[src/rtl/log2_stream.sv]
// log2_stream: three-stage valid/ready pipeline producing floor(log2(x)) and a mantissa fraction.
// Build option: define LOG2_CORR_EN to add the 5/16 parabolic mantissa correction in stage 3.
module log2_stream #(
    parameter int DATA_WIDTH    = 48,
    parameter int FRAC_WIDTH    = 16,
    parameter int MIN_THRESHOLD = 1,
    parameter int CH_WIDTH      = 3,
    localparam int SHIFT_WIDTH  = $clog2(DATA_WIDTH)
) (
    input  logic                   clk,
    input  logic                   reset,
    input  logic [DATA_WIDTH-1:0]  in_data,
    input  logic [CH_WIDTH-1:0]    in_chan,
    input  logic                   in_valid,
    output logic                   in_ready,
    output logic [SHIFT_WIDTH-1:0] out_int,
    output logic [FRAC_WIDTH-1:0]  out_frac,
    output logic [CH_WIDTH-1:0]    out_chan,
    output logic                   out_clamped,
    output logic                   out_valid,
    input  logic                   out_ready,
    output logic [15:0]            clamp_count
);
    localparam int NW = DATA_WIDTH - 1;
    localparam logic [DATA_WIDTH-1:0] MIN_X = DATA_WIDTH'(MIN_THRESHOLD);

    logic                   en_s;
    logic                   s1_valid_q, s1_valid_d, s1_clamped_q, s1_clamped_d;
    logic [DATA_WIDTH-1:0]  s1_x_q, s1_x_d;
    logic [CH_WIDTH-1:0]    s1_chan_q, s1_chan_d;
    logic                   s2_valid_q, s2_valid_d, s2_clamped_q, s2_clamped_d;
    logic [CH_WIDTH-1:0]    s2_chan_q, s2_chan_d;
    logic [SHIFT_WIDTH-1:0] s2_m_q, s2_m_d;
    logic [FRAC_WIDTH-1:0]  s2_frac_q, s2_frac_d;
    logic                   out_valid_q, out_valid_d, out_clamped_q, out_clamped_d;
    logic [SHIFT_WIDTH-1:0] out_int_q, out_int_d;
    logic [FRAC_WIDTH-1:0]  out_frac_q, out_frac_d;
    logic [CH_WIDTH-1:0]    out_chan_q, out_chan_d;
    logic [15:0]            clamp_count_q, clamp_count_d;
    logic [SHIFT_WIDTH-1:0] lod_m_s;
    logic [NW-1:0]          norm_s;
    logic [FRAC_WIDTH-1:0]  frac_s, res_frac_s;

    assign en_s        = !out_valid_q || out_ready;
    assign in_ready    = en_s;
    assign out_valid   = out_valid_q;
    assign out_int     = out_int_q;
    assign out_frac    = out_frac_q;
    assign out_chan    = out_chan_q;
    assign out_clamped = out_clamped_q;
    assign clamp_count = clamp_count_q;

    // Stage 1: floor-clamp the incoming sample
    always_comb begin
        s1_valid_d   = s1_valid_q;
        s1_x_d       = s1_x_q;
        s1_chan_d    = s1_chan_q;
        s1_clamped_d = s1_clamped_q;
        if (en_s) begin
            s1_valid_d = in_valid;
            if (in_valid) begin
                s1_clamped_d = (in_data < MIN_X);
                s1_x_d       = (in_data < MIN_X) ? MIN_X : in_data;
                s1_chan_d    = in_chan;
            end else begin
                s1_x_d = s1_x_q;
            end
        end else begin
            s1_valid_d = s1_valid_q;
        end
    end

    // Leading-one index, then normalise so the bits under the leading one become the fraction
    always_comb begin
        lod_m_s = {SHIFT_WIDTH{1'b0}};
        for (int i = 0; i < DATA_WIDTH; i++) begin
            lod_m_s = s1_x_q[i] ? SHIFT_WIDTH'(i) : lod_m_s;
        end
        norm_s = NW'(s1_x_q << (SHIFT_WIDTH'(NW) - lod_m_s));
        frac_s = FRAC_WIDTH'({norm_s, {FRAC_WIDTH{1'b0}}} >> NW);
    end

    always_comb begin
        s2_valid_d   = s2_valid_q;
        s2_m_d       = s2_m_q;
        s2_frac_d    = s2_frac_q;
        s2_chan_d    = s2_chan_q;
        s2_clamped_d = s2_clamped_q;
        if (en_s) begin
            s2_valid_d = s1_valid_q;
            if (s1_valid_q) begin
                s2_m_d       = lod_m_s;
                s2_frac_d    = frac_s;
                s2_chan_d    = s1_chan_q;
                s2_clamped_d = s1_clamped_q;
            end else begin
                s2_m_d = s2_m_q;
            end
        end else begin
            s2_valid_d = s2_valid_q;
        end
    end

`ifdef LOG2_CORR_EN
    logic [FRAC_WIDTH:0]   comp_s;
    logic [2*FRAC_WIDTH:0] prod_s;
    logic [FRAC_WIDTH-1:0] c_s;
    logic [FRAC_WIDTH:0]   sum_s;

    // Parabolic correction f + 5/16 * f*(1-f), saturated to the fraction range
    always_comb begin
        comp_s     = {1'b1, {FRAC_WIDTH{1'b0}}} - {1'b0, s2_frac_q};
        prod_s     = {{(FRAC_WIDTH+1){1'b0}}, s2_frac_q} * {{FRAC_WIDTH{1'b0}}, comp_s};
        c_s        = FRAC_WIDTH'(prod_s >> FRAC_WIDTH);
        sum_s      = {1'b0, s2_frac_q} + {1'b0, (c_s >> 2) + (c_s >> 4)};
        res_frac_s = sum_s[FRAC_WIDTH] ? {FRAC_WIDTH{1'b1}} : sum_s[FRAC_WIDTH-1:0];
    end
`else
    // Plain Mitchell mantissa
    always_comb begin
        res_frac_s = s2_frac_q;
    end
`endif

    always_comb begin
        out_valid_d   = out_valid_q;
        out_int_d     = out_int_q;
        out_frac_d    = out_frac_q;
        out_chan_d    = out_chan_q;
        out_clamped_d = out_clamped_q;
        if (en_s) begin
            out_valid_d = s2_valid_q;
            if (s2_valid_q) begin
                out_int_d     = s2_m_q;
                out_frac_d    = res_frac_s;
                out_chan_d    = s2_chan_q;
                out_clamped_d = s2_clamped_q;
            end else begin
                out_int_d = out_int_q;
            end
        end else begin
            out_valid_d = out_valid_q;
        end
    end

    // Saturating count of clamped results leaving the block
    always_comb begin
        if (out_valid_q && out_ready && out_clamped_q && (clamp_count_q != 16'hFFFF)) begin
            clamp_count_d = clamp_count_q + 16'd1;
        end else begin
            clamp_count_d = clamp_count_q;
        end
    end

    always_ff @(posedge clk or posedge reset) begin
        if (reset) begin
            s1_valid_q    <= 1'b0;
            s1_x_q        <= {DATA_WIDTH{1'b0}};
            s1_chan_q     <= {CH_WIDTH{1'b0}};
            s1_clamped_q  <= 1'b0;
            s2_valid_q    <= 1'b0;
            s2_m_q        <= {SHIFT_WIDTH{1'b0}};
            s2_frac_q     <= {FRAC_WIDTH{1'b0}};
            s2_chan_q     <= {CH_WIDTH{1'b0}};
            s2_clamped_q  <= 1'b0;
            out_valid_q   <= 1'b0;
            out_int_q     <= {SHIFT_WIDTH{1'b0}};
            out_frac_q    <= {FRAC_WIDTH{1'b0}};
            out_chan_q    <= {CH_WIDTH{1'b0}};
            out_clamped_q <= 1'b0;
            clamp_count_q <= 16'd0;
        end else begin
            s1_valid_q    <= s1_valid_d;
            s1_x_q        <= s1_x_d;
            s1_chan_q     <= s1_chan_d;
            s1_clamped_q  <= s1_clamped_d;
            s2_valid_q    <= s2_valid_d;
            s2_m_q        <= s2_m_d;
            s2_frac_q     <= s2_frac_d;
            s2_chan_q     <= s2_chan_d;
            s2_clamped_q  <= s2_clamped_d;
            out_valid_q   <= out_valid_d;
            out_int_q     <= out_int_d;
            out_frac_q    <= out_frac_d;
            out_chan_q    <= out_chan_d;
            out_clamped_q <= out_clamped_d;
            clamp_count_q <= clamp_count_d;
        end
    end
endmodule

[config.mk]
export PLATFORM = sky130hd
export DESIGN_NAME = log2_stream
export DESIGN_NICKNAME = d
export VERILOG_FILES = /design/src/rtl/log2_stream.sv
export SDC_FILE = /design/constraint.sdc
export NUM_CORES = 1
export LEC_CHECK = 0
export ABC_AREA = 1
export CAP_MARGIN = 15
export CORE_MARGIN = 4
export CORE_UTILIZATION = 57
export CTS_CLUSTER_SIZE = 24
export DETAILED_ROUTE_END_ITERATION = 12
export PLACE_DENSITY = 0.81
export SYNTH_ARGS = -nofsm -noshare
export SYNTH_HDL_FRONTEND = slang
export SYNTH_SLANG_ARGS = --single-unit
[constraint.sdc]
create_clock -name clk -period 5.5 [get_ports clk]
set_input_delay 1.375 -clock clk [delete_from_list [all_inputs] [get_ports clk]]
set_output_delay 1.375 -clock clk [all_outputs]
set_load 0.005 [all_outputs]
# Yosys cells after proc, flatten, opt, wreduce, memory -nomap -nowiden
# Cells that the tools add are included.
# Widths: inputs -> output; s select.
# totals
ff_bits	123
latchBits	0
ram_bits	0
romBits	0
wordCells	76
mem_count	0
# op_classes
addsub	2
n_mul	0
div	0
order_cmp	1
eq_ne	1
n_shift	1
n_mux	48
n_bitwise	0
reduce_logical	8
# op_table
cell	count
$mux 6	16
$mux 5	16
$lt 48x1->1 const B	1
$mux 48	1
$shl 48x6->47	1
$mux 4	8
$add 16x1->16 const B	1
$ne 16x16->1 const B	1
$mux 3	4
$reduce_and 2->1	3
$sub 6x6->6 const A	1
$mux 2	2
$logic_and 1x1->1	3
$logic_not 1->1	1
$logic_or 1x1->1	1
$mux 1	1

# Depth between registers and ports, before layout
# Gate-level depths: netlist (run 1).
# logic_depth
word_depth	49
ltp_mapped	57
mapped_depth_nobuf	57

# Least setup slack after synthesis (run 1)
# OpenSTA, ideal clock, no wires.
# synth_path
kind	register -> register
startpoint	register s1_x_q[2]
endpoint	register s2_frac_q[12], in the netlist res_frac_s[12]
arrival_ps	3230
setup_slack_ps	2157
stages_incl_launch_ff	57
n_path_buf	2
synth_period_minus_slack_ps	3343
path_cell_list	dfrtp_1 inv_2 nand2_1 nand2_1 nand2_1 nand2_1 nand2_1 nand2_1 nand2_1 nand2_1 nand2_1 nand2_1 nand2_1 nand2_1 nand2_1 nand2_1 nand2_1 nand2_1 (+21 left out) nand2_1 nand2_1 nand2_1 nand2_1 nand2_1 nand2_1 nand2_2 buf_6 buf_6 nand3_2 nand3_1 nand3_1 nand2_1 nor2_1 nor2_1 nand3_1 nand2_1 inv_1
# synth_between
elab_chain_cells	48
# synth_rtl
element	line_no	rtl
start: declaration	29	logic [DATA_WIDTH-1:0] s1_x_q, s1_x_d;
start signal: assignment	158	s1_x_q <= {DATA_WIDTH{1'b0}};
$mux 2 (2 in a row)	77	lod_m_s = s1_x_q[i] ? SHIFT_WIDTH'(i) : lod_m_s;
$mux 3 (4 in a row)	77	
$mux 4 (8 in a row)	77	
$mux 5 (16 in a row)	77	
$mux 6 (16 in a row)	77	
$sub 6x6->6	79	norm_s = NW'(s1_x_q << (SHIFT_WIDTH'(NW) - lod_m_s));
$shl 48x6->47 (*)	79	
end signal: assignment	163	s2_frac_q <= {FRAC_WIDTH{1'b0}};
end signal: assignment	179	s2_frac_q <= s2_frac_d;
end: declaration	34	logic [FRAC_WIDTH-1:0] s2_frac_q, s2_frac_d;
# Mark *: on every way between the ends. The rest lies on a longest branch, timed or not.
# A chain may end at the register's enable or synchronous reset.

# Worst setup path after layout (run 1)
# layout_path
startpoint	register s1_x_q[3]
endpoint	register s2_frac_q[14], in the netlist res_frac_s[14]
# layout_between
elab_chain_cells	47
# layout_rtl
element	line_no
$mux 2	77
$mux 3 (4 in a row)	77
$mux 4 (8 in a row)	77
$mux 5 (16 in a row)	77
$mux 6 (16 in a row)	77
$sub 6x6->6	79
$shl 48x6->47 (*)	79
# Marked as above.

==> out/metrics.cfg, run 1 <==
[drt]
drtIter0Drc = 1102
routed_wirelength_mm = 22.5
remaining_drc_errors = 0
antenna_left = 0
via_count = 8290
first_pass_iters = 6
drt-vias-per-instance = 5.75
wl_per_cell_um = 15.6

[worst_setup_path]
reg2reg_setup_slack_ns = 0.99
arrival_ns = 4.81
startpoint = s1_x_q[3]
worst-setup-path-type = flip-flop to flip-flop
crit_top_cell = nand2_1
r2r-end = res_frac_s[14]
crit_path_max_fanout = 54
crit_required_ns = 5.80
startpoint_type = flip-flop
slowest_delay_ns = 0.54
crit_slowest_cell = nand2_4
end_kind = flip-flop
r2r-start = s1_x_q[3]
ff2ff_path_depth = 52

[clock_tree]
clock_path_buffers = 2
numClockSinks = 123
cts_resized = 0
clkSlewWorstSetupHoldPaths_ns = 0.06
cts_tree = yes
insertion_delay_ns = 0.43
htree_levels = 4
cts_root_buffer = clkbuf_16
post_cts_buffers = 0
cts_hold_buf = 0
cts_buffers = 17

[sta]
rsz0062_at_grt = false
finalHoldViolations = 0
min_period_over_period_pct = 82.0
clock_skew_ns = 0.00836
drv_slew = 0
tns_ns = 0
slew_headroom_pct = 33.2
clock.fmax_ghz = 0.222
min_period_ns = 4.51
tightest_slew_ns = 1.00
setup_viol = 0

[floorplan]
die_height_um = 126
initial_core_util_pct = 59.3
io_pins = 99
die-width_um = 126
die-area_um2 = 15900
core_area_um2 = 13500
rows = 42

[grt]
grt_pass1_vias = 7553
grt_max_degree = 102
grt_pass1_wl_mm = 37.3
top_usage_layer = met2
track_usage_pct = 28.6
met1_usage_pct = 40.2
antenna_found_initial = 0
grt_overflow_total = 0
gr-usage-met3_pct = 4.95
grtUsageMet2_pct = 46.2

[final_layout]
syn_to_final_growth_pct = 20.5
n_antenna_cell = 0
drive_gt1_share_pct = 6.32
finish.instance_area_um2 = 9600
final_common_cell = nand2_1
fin_nets = 1309
final_cell_mix = 343 x nand2_1, 285 x nand3_1, 156 x inv_1, 123 x dfrtp_1, 98 x clkdlybuf4s50_1

[synth]
synth_compound_area_share_pct = 6.45
synth-xor-area-share_pct = 1.43
synth_top_family_by_area = simple AND/OR/NAND/NOR gates
synth_cell_types = 36
yosys.area_share.adder_pct = 0.157
synthesis.nets = 1238
synthSimpleGateAreaFrac_pct = 39.7
synth_mux_area_share_pct = 2.54
syn_avg_cell_area_um2 = 6.75
syn_area_um2 = 7970
ys_ff_latch = 123
syn_inst = 1182
ys_seq_area_share_pct = 38.6
yosysWarnings = 0

[pwr]
clkPwrFrac_pct = 22.6
cellLeakagePower_nw = 4.85
seqPwrFrac_pct = 29.6
p_switching_w = 0.00210
pwr-share-comb_pct = 47.8
power_per_cell_area_nw_per_um2 = 505
sw_frac_of_total_pct = 43.2
power.internal_w = 0.00276
peakVddDrop_uv = 243

[place]
dp_hpwl_mm = 16.3
numPortBuffers = 98
place.gp.congestion = 0.992
dpl-instance-area_um2 = 8990

[run]
maxCapViolCount = 0

[worst_hold_path]
holdPathEnd = out_int[2]
hold_class = flip-flop to flip-flop
holdPathStages = 2
holdCritStartpoint = out_int[2]

[status]
status = complete, no violations

==> stage by stage <==
step	total power, W	hold slack [ns]	instances	util (%)	setup slack, ns
after floorplan	0.00298	0.438	1182	-	0.854
after global placement	0.00365	0.453	1409	66.8	1.10
after detailed placement	0.00369	0.459	1409	66.8	1.12
after CTS	0.00481	0.479	1441	71.2	1.07
after global routing	0.00523	0.509	1442	71.4	0.381
final	0.00485	0.479	1442	71.4	0.989
==> registers in the layout, summed over array words and instances (netlist names), 6 cells and up <==
name / flops
s2_m_q: 6
out_frac: 16
clamp_count: 16
s1_x_q: 48
res_frac_s: 16
out_int: 6
==> synthesized netlist by cell type <==
| master | n | area (um2) |
|---|---|---|
| xnor2_1 | 6 | 52.6 |
| nand2_1 | 344 | 1290 |
| a21oi_2 | 1 | 8.76 |
| xor2_1 | 7 | 61.3 |
| buf_2 | 12 | 60.1 |
| a31oi_1 | 2 | 12.5 |
| a211oi_1 | 1 | 7.51 |
| a21oi_1 | 11 | 55.1 |
| nor3_1 | 2 | 10.0 |
| or2_0 | 1 | 6.26 |
| nor4_1 | 16 | 100 |
| mux2_2 | 18 | 203 |
| nand3_2 | 8 | 80.1 |
| nor2_1 | 29 | 109 |
| or2_2 | 1 | 6.26 |
| nand2_2 | 1 | 6.26 |
| nand4_1 | 17 | 106 |
| clkbuf_1 | 33 | 124 |
| buf_6 | 4 | 45.0 |
| inv_2 | 4 | 15.0 |
| a22oi_1 | 1 | 7.51 |
| nor4b_1 | 1 | 8.76 |
| nand3_1 | 285 | 1430 |
| buf_1 | 7 | 26.3 |
| inv_1 | 157 | 589 |
| o21ai_1 | 9 | 45.0 |
| o41ai_1 | 1 | 8.76 |
| clkinv_1 | 4 | 15.0 |
| o311ai_0 | 1 | 8.76 |
| buf_4 | 2 | 15.0 |
| o21bai_1 | 1 | 7.51 |
| dfrtp_1 | 123 | 3080 |
| ha_1 | 1 | 12.5 |
| o31ai_1 | 1 | 7.51 |
| nand2_4 | 1 | 11.3 |
| o21ai_0 | 69 | 345 |
==> worst max-delay path by stage <==
stage / endpoint / slack (ns)
floorplan: clamp_count[0] / 0.85
CTS: res_frac_s[4] / 1.07
global route: res_frac_s[1] / 0.38
detailed placement: res_frac_s[2] / 1.12
finish: res_frac_s[14] / 0.99
global placement: res_frac_s[14] / 1.10
==> per-layer routing <==
metal	wire length [um]	share of wire [%]
met1	9770	43
met2	10500	47
met3	1760	7.8
met4	461	2.0
met5	0	0
==> power by group through the flow <==
| stage | sequential, W | combinational [W] | clock [W] |
|---|---|---|---|
| after floorplan | 0.00138 | 0.00159 | 0 |
| after global placement | 0.00143 | 0.00222 | 0 |
| after detailed placement | 0.00144 | 0.00225 | 0 |
| after CTS | 0.00143 | 0.00227 | 0.00110 |
| after global routing | 0.00148 | 0.00260 | 0.00115 |
| final | 0.00144 | 0.00232 | 0.00110 |
==> cell families after synthesis <==
kind of cell    Yosys count
simple gates            706
fa+ha+maj                 1
buf+inv                 223
compound gates           98
xor+xnor                 13
mux                      18
flops                   123
==> cell type report <==
cell class / count / area [um2]
Multi-Input combinational cell: 836 / 4010
Fill cell: 1174 / 3850
Sequential cell: 123 / 3080
Timing Repair Buffer: 110 / 1090
Inverter: 165 / 622
Clock buffer: 18 / 439
Tap cell: 176 / 220
Clock inverter: 14 / 146
==> critical path, delay by kind of cell (launching register included) <==
family,cells,cell delay (ns)
AND/OR/NAND/NOR,50,3.69
AO/OA/AOI/OAI,1,0.09
flip-flops,1,0.41
buffers and inverters,1,0.12
Note: power is estimated with default switching activity, not from simulation.
==> run 2: changes to the inputs <==
clock period = 4.4 ns   (was 5.5 ns; I/O delays follow)
==> out/metrics.cfg, run 2 (same netlist as run 1, synthesis figures left out) <==
[worst_setup_path]
crit_top_cell = nand2_1
reg2reg_setup_slack_ns = 0.20  ; -0.79 ns
worst-setup-path-type = flip-flop to flip-flop
crit_path_max_fanout = 9  ; -83%
cp.buffers_inverters = 2  ; +1
ff2ff_path_depth = 54  ; +3.8%
arrival_ns = 4.56  ; -0.25 ns
crit_slowest_cell = dfrtp_1
crit_family = simple AND/OR/NAND/NOR gates
end_kind = flip-flop
slowest_delay_ns = 0.41  ; -0.13 ns
r2r-end = res_frac_s[5]
r2r-start = s1_x_q[2]
startpoint_type = flip-flop
crit_required_ns = 4.76  ; -1.04 ns
startpoint = s1_x_q[2]

[pwr]
clkPwrFrac_pct = 21.7  ; -0.9 points
seqPwrFrac_pct = 27.1  ; -2.5 points
p_switching_w = 0.00290  ; +38%
pwr-share-comb_pct = 51.2  ; +3.4 points
cellLeakagePower_nw = 5.16  ; +6.3%
peakVddDrop_uv = 336  ; +38%
sw_frac_of_total_pct = 43.8  ; +0.54 points
power_per_cell_area_nw_per_um2 = 645  ; +28%
power.internal_w = 0.00373  ; +35%

[sta]
drv_slew = 0  ; unchanged
rsz0062_at_grt = true
tns_ns = 0  ; unchanged
clock.fmax_ghz = 0.238  ; +7.4%
tightest_slew_ns = 0.817  ; -0.184 ns
slew_headroom_pct = 45.4  ; +12 points
min_period_ns = 4.20  ; -0.311 ns
clock_skew_ns = 0.00786  ; -0.000508 ns
finalHoldViolations = 0  ; unchanged
min_period_over_period_pct = 95.5  ; +13 points
setup_viol = 0  ; unchanged

[clock_tree]
cts_root_buffer = clkbuf_16
htree_levels = 4  ; unchanged
insertion_delay_ns = 0.43  ; about the same
numClockSinks = 123  ; unchanged
cts_buffers = 17  ; unchanged
clock_path_buffers = 2  ; unchanged
cts_tree = yes
clkSlewWorstSetupHoldPaths_ns = 0.06  ; about the same

[drt]
drt-vias-per-instance = 5.89  ; +2.4%
routed_wirelength_mm = 24.6  ; +9.6%
drtIter0Drc = 1335  ; +21%
via_count = 8635  ; +4.2%
remaining_drc_errors = 0  ; unchanged
wl_per_cell_um = 16.8  ; +7.7%
first_pass_iters = 11  ; +5
antenna_left = 0  ; unchanged

[floorplan]
rows = 42  ; unchanged
core_area_um2 = 13500  ; unchanged
die_height_um = 126  ; unchanged
die-area_um2 = 15900  ; unchanged
io_pins = 99  ; unchanged
initial_core_util_pct = 59.3  ; unchanged
die-width_um = 126  ; unchanged

[final_layout]
final_util_pct = 76.4  ; +5.0 points
syn_to_final_growth_pct = 28.9
drive_gt1_share_pct = 14.1  ; +7.8 points
final_cell_mix = 327 x nand2_1, 231 x nand3_1, 152 x inv_1, 122 x dfrtp_1, 98 x clkdlybuf4s50_1
top_register = s1_x_q
largest_register_ffs = 48  ; unchanged
final_common_cell = nand2_1
n_antenna_cell = 0  ; unchanged
fin_nets = 1334  ; +1.9%

[grt]
grt_pass1_wl_mm = 37.8  ; +1.5%
grt_overflow_total = 0  ; unchanged
track_usage_pct = 29.1  ; +0.47 points
grt_max_degree = 101  ; -0.98%
grt_pass1_vias = 7659  ; +1.4%
antenna_found_initial = 0  ; unchanged

[worst_hold_path]
holdCritStartpoint = s2_chan_q[1]
hold_class = flip-flop to flip-flop
holdPathEnd = s2_chan_q[1]
holdPathStages = 2  ; unchanged

[run]
maxCapViolCount = 0  ; unchanged

[place]
numPortBuffers = 98  ; unchanged
place.gp.congestion = 0.989  ; -0.35%
dp_hpwl_mm = 16.8  ; +3.3%

[status]
status = complete, no violations

-- run 2: changes by cell type in the layout (fill, tap and decap cells not counted), moves of 12 or more --
cell and change:
nand3_1 -54, nand3_2 +53, nand2_1 -16, nand2_2 +15, buf_4 +12
-- run 2: metrics by stage --
stage               power (W)  hold slack (ns)  area (um2)  std cells  worst slack (ns)
floorplan             0.00372            0.438        7970       1182            0.0291
global placement      0.00461            0.452        9110       1418             0.483
detailed placement    0.00468            0.466        9110       1418             0.370
CTS                   0.00615            0.480        9720       1450             0.237
global route          0.00705            0.504       10300       1467            -0.235
finish                0.00663            0.483       10300       1467             0.200
-- run 2: routing by layer --
layer | wire length, um | global-route usage (%) | vias to the layer above | part of all wire, %
met2 | 11300 | 43.9 | 515 | 46
met1 | 10000 | 40.4 | 3964 | 41
met4 | 1060 | 12.2 | 0 | 4.3
met3 | 2310 | 6.86 | 98 | 9.4
li1 | - | - | 4058 | -
met5 | 0 | 0 | - | 0
-- run 2: repair_timing --
item                                    4_1_cts  5_1_grt
setup buffers                                 0        8
endpoints found under the setup margin        0       16
hold buffers                                  0        0
resized for setup                             0       81
-- run 2: how the worst max path moves through the flow --
stage                           to  slack, ns  cells after the start
floorplan           clamp_count[0]       0.03                      1
global placement     res_frac_s[2]       0.48                     57
detailed placement   res_frac_s[9]       0.37                     55
CTS                  res_frac_s[9]       0.24                     55
global route         res_frac_s[1]      -0.23                     57
finish               res_frac_s[5]       0.20                     54
-- run 2: power groups by stage --
stage / clock [W] / sequential, W / combinational [W]
after floorplan: 0 / 0.00173 / 0.00199
after global placement: 0 / 0.00178 / 0.00283
after detailed placement: 0 / 0.00180 / 0.00287
after CTS: 0.00145 / 0.00179 / 0.00291
after global routing: 0.00150 / 0.00184 / 0.00370
final: 0.00144 / 0.00180 / 0.00339
-- run 2: area by class of cell --
type / instances / area (um2)
Fill cell: 1043 / 3180
Tap cell: 176 / 220
Clock buffer: 18 / 439
Sequential cell: 123 / 3080
Inverter: 165 / 622
Multi-Input combinational cell: 838 / 4370
Clock inverter: 14 / 169
Timing Repair Buffer: 133 / 1380
-- run 2: worst min-delay path, stage by stage (launching register included) --
cell and delay (ns):
dfrtp_1 0.34, nand2_1 0.06, nand2_1 0.05
